<file path="src/rtl/lsu_pkg.sv">
// Shared types and constants for the MEM-stage load/store unit.
//   - funct3 encodings for the RV32I load/store sizes
//   - lsu_state_e : memory handshake state machine encoding
//   - mem_wb_t    : MEM/WB pipeline register bundle
package lsu_pkg;

   localparam logic [2:0] F3_B  = 3'd0;
   localparam logic [2:0] F3_H  = 3'd1;
   localparam logic [2:0] F3_W  = 3'd2;
   localparam logic [2:0] F3_BU = 3'd4;
   localparam logic [2:0] F3_HU = 3'd5;

   typedef enum logic [1:0] {
      IDLE = 2'd0,
      REQ  = 2'd1,
      RESP = 2'd2
   } lsu_state_e;

   typedef struct packed {
      logic        valid;
      logic        regwrite;
      logic [4:0]  rd;
      logic [31:0] data;
   } mem_wb_t;

endpackage

</file>
<file path="src/rtl/mem_stage_lsu_load_align.sv">
// load_align: combinational load data extraction.
// Picks the byte/halfword addressed by addr[1:0] out of the 32-bit read
// word and sign- or zero-extends it according to funct3.
//   rdata  in  32  read data word from memory
//   addr   in  2   low address bits (byte offset in word)
//   funct3 in  3   load size/sign (LB/LH/LW/LBU/LHU)
//   value  out 32  extended load value
module load_align
   import lsu_pkg::*;
(
   input  logic [31:0] rdata,
   input  logic [1:0]  addr,
   input  logic [2:0]  funct3,
   output logic [31:0] value
);

   logic [7:0]  byte_sel;
   logic [15:0] half_sel;

   always_comb begin
      byte_sel = rdata[7:0];
      case (addr)
         2'd0: byte_sel = rdata[7:0];
         2'd1: byte_sel = rdata[15:8];
         2'd2: byte_sel = rdata[23:16];
         2'd3: byte_sel = rdata[31:24];
         default: byte_sel = rdata[7:0];
      endcase
      // Halfword accesses are always aligned here, so only addr[1] matters.
      half_sel = addr[1] ? rdata[31:16] : rdata[15:0];

      case (funct3)
         F3_B:    value = {{24{byte_sel[7]}}, byte_sel};
         F3_H:    value = {{16{half_sel[15]}}, half_sel};
         F3_BU:   value = {24'd0, byte_sel};
         F3_HU:   value = {16'd0, half_sel};
         default: value = rdata;
      endcase
   end

endmodule

</file>
<file path="src/rtl/mem_stage_lsu.sv">
// mem_stage_lsu: MEM-stage load/store unit of the 5-stage RV32I pipeline.
// Takes the EX/MEM outputs, runs a req/gnt/rvalid handshake to data memory,
// stalls the pipeline while an access is outstanding, aligns load data and
// registers the MEM/WB bundle.
//   clk, reset                 clock, async active-high reset
//   mem_*                      instruction currently in MEM (held while stall_o)
//   dmem_req/we/addr/wstrb/wdata  request side to data memory
//   dmem_gnt/rvalid/rdata      memory responses
//   stall_o                    hold IF..MEM, bubble into WB
//   misalign_o, bus_err_o      one-cycle registered event pulses
//   wb_*                       MEM/WB register outputs
module mem_stage_lsu
   import lsu_pkg::*;
#(
   parameter int TIMEOUT_CYCLES = 255,
   parameter int XLEN           = 32
) (
   input  logic            clk,
   input  logic            reset,
   input  logic            mem_valid,
   input  logic [XLEN-1:0] mem_addr,
   input  logic [XLEN-1:0] mem_wdata,
   input  logic [2:0]      mem_funct3,
   input  logic            mem_read,
   input  logic            mem_write,
   input  logic            mem_regwrite,
   input  logic            mem_memtoreg,
   input  logic [4:0]      mem_rd,
   output logic            dmem_req,
   output logic            dmem_we,
   output logic [XLEN-1:0] dmem_addr,
   output logic [3:0]      dmem_wstrb,
   output logic [XLEN-1:0] dmem_wdata,
   input  logic            dmem_gnt,
   input  logic            dmem_rvalid,
   input  logic [XLEN-1:0] dmem_rdata,
   output logic            stall_o,
   output logic            misalign_o,
   output logic            bus_err_o,
   output logic            wb_valid,
   output logic            wb_regwrite,
   output logic [4:0]      wb_rd,
   output logic [XLEN-1:0] wb_data
);

   // Counter can step once past TIMEOUT_CYCLES-1 when a grant lands on the
   // last REQ cycle, so it needs room for TIMEOUT_CYCLES itself.
   localparam int CNT_W = $clog2(TIMEOUT_CYCLES + 1);

   lsu_state_e       state_q, state_d;
   logic [CNT_W-1:0] cnt_q, cnt_d;
   mem_wb_t          wb_q, wb_d;
   logic             misalign_q, misalign_d;
   logic             bus_err_q, bus_err_d;

   logic             is_load, is_store;
   logic             size_h, size_w;
   logic             misaligned, access;
   logic             done, abort, timed_out;
   logic [31:0]      load_value;

   load_align u_load_align (
      .rdata  (dmem_rdata),
      .addr   (mem_addr[1:0]),
      .funct3 (mem_funct3),
      .value  (load_value)
   );

   // Access decode and alignment.
   always_comb begin
      // read+write together is treated as a load
      is_load    = mem_read;
      is_store   = mem_write & ~mem_read;
      size_h     = (mem_funct3[1:0] == 2'b01);
      size_w     = (mem_funct3[1:0] == 2'b10);
      misaligned = mem_valid & (mem_read | mem_write) &
                   ((size_h & mem_addr[0]) | (size_w & (mem_addr[1:0] != 2'b00)));
      access     = mem_valid & (mem_read | mem_write) & ~misaligned;
      timed_out  = (cnt_q >= CNT_W'(TIMEOUT_CYCLES - 1));
   end

   // Request side: address and lanes come straight from the held inputs.
   always_comb begin
      dmem_req   = access & ~reset & (state_q != RESP);
      dmem_we    = access & is_store;
      dmem_addr  = {mem_addr[XLEN-1:2], 2'b00};
      dmem_wstrb = 4'b0000;
      dmem_wdata = mem_wdata;
      if (is_store) begin
         case (mem_funct3[1:0])
            2'b00: begin
               dmem_wstrb = 4'b0001 << mem_addr[1:0];
               dmem_wdata = {4{mem_wdata[7:0]}};
            end
            2'b01: begin
               dmem_wstrb = mem_addr[1] ? 4'b1100 : 4'b0011;
               dmem_wdata = {2{mem_wdata[15:0]}};
            end
            default: dmem_wstrb = 4'hF;
         endcase
      end
   end

   // Handshake FSM next state. A handshake in the same cycle as the
   // timeout limit wins over the abort.
   always_comb begin
      state_d = state_q;
      cnt_d   = cnt_q;
      done    = 1'b0;
      abort   = 1'b0;
      case (state_q)
         IDLE: begin
            if (access) begin
               if (dmem_gnt) begin
                  if (is_store) done = 1'b1;
                  else          state_d = RESP;
               end else begin
                  state_d = REQ;
               end
            end
         end
         REQ: begin
            if (dmem_gnt) begin
               if (is_store) begin
                  done    = 1'b1;
                  state_d = IDLE;
               end else begin
                  state_d = RESP;
               end
            end else if (timed_out) begin
               abort = 1'b1;
            end
         end
         RESP: begin
            // rvalid is only consumed here, i.e. after our own grant, so a
            // late rvalid from an aborted access is ignored in IDLE/REQ.
            if (dmem_rvalid) begin
               done    = 1'b1;
               state_d = IDLE;
            end else if (timed_out) begin
               abort = 1'b1;
            end
         end
         default: state_d = IDLE;
      endcase
      if (abort) state_d = IDLE;

      if (state_d == IDLE)      cnt_d = '0;
      else if (state_q != IDLE) cnt_d = cnt_q + 1'b1;
   end

   assign stall_o = access & ~done & ~abort;

   // MEM/WB capture: a result when the instruction leaves MEM, else a bubble.
   always_comb begin
      wb_d       = '0;
      misalign_d = 1'b0;
      bus_err_d  = 1'b0;
      if (mem_valid & ~stall_o) begin
         wb_d.valid    = 1'b1;
         wb_d.rd       = mem_rd;
         wb_d.regwrite = mem_regwrite & (mem_rd != 5'd0) & ~misaligned & ~abort;
         wb_d.data     = (mem_memtoreg & is_load & done) ? load_value : mem_addr;
         misalign_d    = misaligned;
         bus_err_d     = abort;
      end
   end

   always_ff @(posedge clk or posedge reset) begin
      if (reset) begin
         state_q    <= IDLE;
         cnt_q      <= '0;
         wb_q       <= '0;
         misalign_q <= 1'b0;
         bus_err_q  <= 1'b0;
      end else begin
         state_q    <= state_d;
         cnt_q      <= cnt_d;
         wb_q       <= wb_d;
         misalign_q <= misalign_d;
         bus_err_q  <= bus_err_d;
      end
   end

   assign wb_valid    = wb_q.valid;
   assign wb_regwrite = wb_q.regwrite;
   assign wb_rd       = wb_q.rd;
   assign wb_data     = wb_q.data;
   assign misalign_o  = misalign_q;
   assign bus_err_o   = bus_err_q;

endmodule

</file>
<file path="config.mk">
export PLATFORM = sky130hd
export DESIGN_NAME = mem_stage_lsu
export DESIGN_NICKNAME = d
export VERILOG_FILES = /design/src/rtl/lsu_pkg.sv /design/src/rtl/mem_stage_lsu_load_align.sv /design/src/rtl/mem_stage_lsu.sv
export SDC_FILE = /design/constraint.sdc
export NUM_CORES = 1
export LEC_CHECK = 0
export ABC_AREA = 1
export CELL_PAD_IN_SITES_DETAIL_PLACEMENT = 1
export CELL_PAD_IN_SITES_GLOBAL_PLACEMENT = 1
export CORE_MARGIN = 3
export CORE_UTILIZATION = 28
export DETAILED_ROUTE_END_ITERATION = 10
export HOLD_SLACK_MARGIN = 0.08
export PLACE_DENSITY_LB_ADDON = 0.3
export SLEW_MARGIN = 40
export SYNTH_ARGS = -nofsm -noshare
export SYNTH_HDL_FRONTEND = slang
export SYNTH_HIERARCHICAL = 1
export SYNTH_SLANG_ARGS = --single-unit
export TNS_END_PERCENT = 1
</file>
<file path="constraint.sdc">
create_clock -name clk -period 5.1 [get_ports clk]
set_input_delay 1.02 -clock clk [delete_from_list [all_inputs] [get_ports clk]]
set_output_delay 1.02 -clock clk [all_outputs]
set_load 0.1 [all_outputs]
</file>
==> metrics <==
TNS Setup=0 ns; Bufs and invs on worst path=3; CTS H-tree lvls=2; unrepaired setup endpoints after global routing=false; total CTS buffers=5; Power Dens Cells=about 320 nW/um2; All-Layer GR Usage=19.07%; sequential area share after synthesis=roughly a third; Fill cells=around 1700; vias per std cell=slightly below 5; number of port buffers=approximately 220; cell taking the most area after synthesis=dfrtp_1; CP required=between 4 and 5 ns; crit path DAT=roughly 3.2 ns; count of cell types in the netlist=38; Clk pin slew, worst setup/hold paths=0.08 ns; Routability Congestion=0.8148; Multi-input gate area=between 1500 and 2000 um2; routed via count=4413; ratio of cells with drive above 1 in the final layout=a little over a fifth; fmax=roughly 240 MHz; DRC Markers=0; status=finished, final reports clean; wire length per cell=approximately 17 um; Netlist Area Pre-Place=~4000 um2; Max-Cap Viols=0; crit path kind=input pin to output pin; drt first pass iters=4; Final HPWL DP=roughly 12000 um; clk sink count=~50; final hold violations=0; Synth Instances=roughly 560; global route total overflow=0; # rows=42; DRT iter0 DRCs=roughly 230; synth top area cells=dfrtp_1 32%, nand2_1 14%, buf_4 7.8%; period utilisation layout=81.90%; commonest non-fill, non-tap cells in the layout=150 x nand2_1, 112 x clkdlybuf4s50_1, 79 x buf_2, 56 x inv_1, 51 x dfrtp_1; boundary pin count=approximately 230; Min Clock Period, post-route=~4.2 ns; root buffer cell=clkbuf_16; n_diodes=0; initial antenna violation count=0; cts hold-fix bufs=0; Seq. cell area=1276 um2; hold crit path type=flop to flop; dpl ws=between 0.8 and 0.9 ns; vias in the first global route=roughly 4700; clock skew=between 0.01 and 0.015 ns; Post-CTS Setup Bufs=0; Core Region=between 10000 and 15000 um2; most common cell after layout, fill and taps aside=nand2_1; die width=124.7 um; Ys Warns=6; CP Capture Type=output pin; initial core utilization=slightly below 30%; first-pass GRT wire length=between 20000 and 25000 um; Post-DRT Antenna Nets=0; Die Ht=between 100 and 150 um; full die area=between 15000 and 20000 um2; crit-path leading delay family=buffers and inverters; Layout area overhead=52.97%; drt total wl=15170 um; worst vdd ir=0.0001771 V; Lkg Pwr=around 3.1 nW; CP Cell Sequence=clkdlybuf4s50_1, nand2_4, nor2_1, inv_1, o21ai_0, buf_12; largest net degree at the start of global routing=52; Rel. slew slack=between 50% and 60%; Startpoint Class=input pin; Yosys top cell area share=roughly a third; critical-path maximum fanout=24; CTS tree=done; synthesized area per cell=7.057 um2; Crit-path slowest cell=clkdlybuf4s50_1; Slew @ Worst Pin=0.6839 ns; Clock Latency Late Sink=0.30 ns; final setup margin=about 0.92 ns; Worst path max stage delay=approximately 0.53 ns; register bit total from synthesis=51; Post-CTS Resized=0; setup violators final=0; clk buf depth=2; final net count=846; Slew Viols, Final=0
final timing paths:
path	start	endpoint	slack [ns]	depth (start not counted)
worst max-delay path	mem_write	dmem_wdata[17]	0.92	6
worst min-delay path	cnt_q[7]	cnt_q[7]	0.60	2
worst max register to register	state_q[1]	wb_data[23]	2.41	11
worst min register to register	cnt_q[7]	cnt_q[7]	0.60	2
max in group asynchronous	reset	wb_data[20]	3.35	3
min in group asynchronous	reset	bus_err_o	1.26	3
cells in the mapped netlist, drive strengths merged:
cell type  number
xnor2           1
nor2           32
o2111ai         1
o211ai          1
nand4          36
conb            1
ha              6
a21boi          1
inv            62
buf            58
nand2         158
nor3            3
a22oi           7
o22ai           9
xor2            6
a21oi          60
nand3          30
o21ai          24
clkbuf         10
dfrtp          51
clkinv          1
and2            1
power by group:
part	switching [mW]	total, mW	leakage [nW]	internal (mW)
Combinational	0.811	1.09	2.32	0.278
Sequential	0.0239	0.471	0.675	0.447
Clock	0.165	0.353	0.0759	0.188
Total	1.00	1.91	3.07	0.913
per-stage QoR:
step	hold WS [ns]	area, um2	cells	util [%]	power (mW)
after CTS	0.5952	6035	904	44.68	1.933
after detailed placement	0.5744	5881	896	43.54	1.574
final	0.5992	6035	904	44.68	1.913
after global routing	0.6506	6035	904	44.68	2.023
after floorplan	0.5335	3949	560	-	1.272
after global placement	0.5579	6270	896	46.42	1.592
tightest hold or removal path, stage by stage (launching register included):
cell and delay (ns):
dfrtp_1 0.37, xor2_1 0.07, a21oi_1 0.12
final cells by class:
class	count	share of cell area (%)
clock buffer	5	2.073
clock inverter	3	0.4769
inverter	63	4.105
multi-input combinational	378	32.39
sequential	51	21.15
tap	176	3.649
timing repair buffer	228	36.16
routing by layer:
metal | global-route usage (%) | wire, um | vias up
met3 | 3.688 | 710 | 22
met5 | 0 | 0 | -
li1 | - | - | 2129
met4 | 4.126 | 265 | 0
met1 | 22.24 | 6120 | 2122
met2 | 35.91 | 8075 | 140
kinds of logic after synthesis:
kind of cell / after synthesis / share of synthesized area (%)
XOR/XNOR: 7 / 1.554
adder cells (fa/ha/maj): 6 / 1.903
AND/OR/NAND/NOR: 260 / 30.51
other: 1 / 0.09506
flip-flops: 51 / 32.35
buffers and inverters: 131 / 18.33
AO/OA/AOI/OAI: 103 / 15.26
state kept, by name (all words and copies together), names as in the netlist:
register,count
wb_valid,1
wb_rd,5
state_q,2
cnt_q,8
wb_regwrite,1
bus_err_o,1
wb_data,32
misalign_o,1
Power figures use the tool's default switching activity.
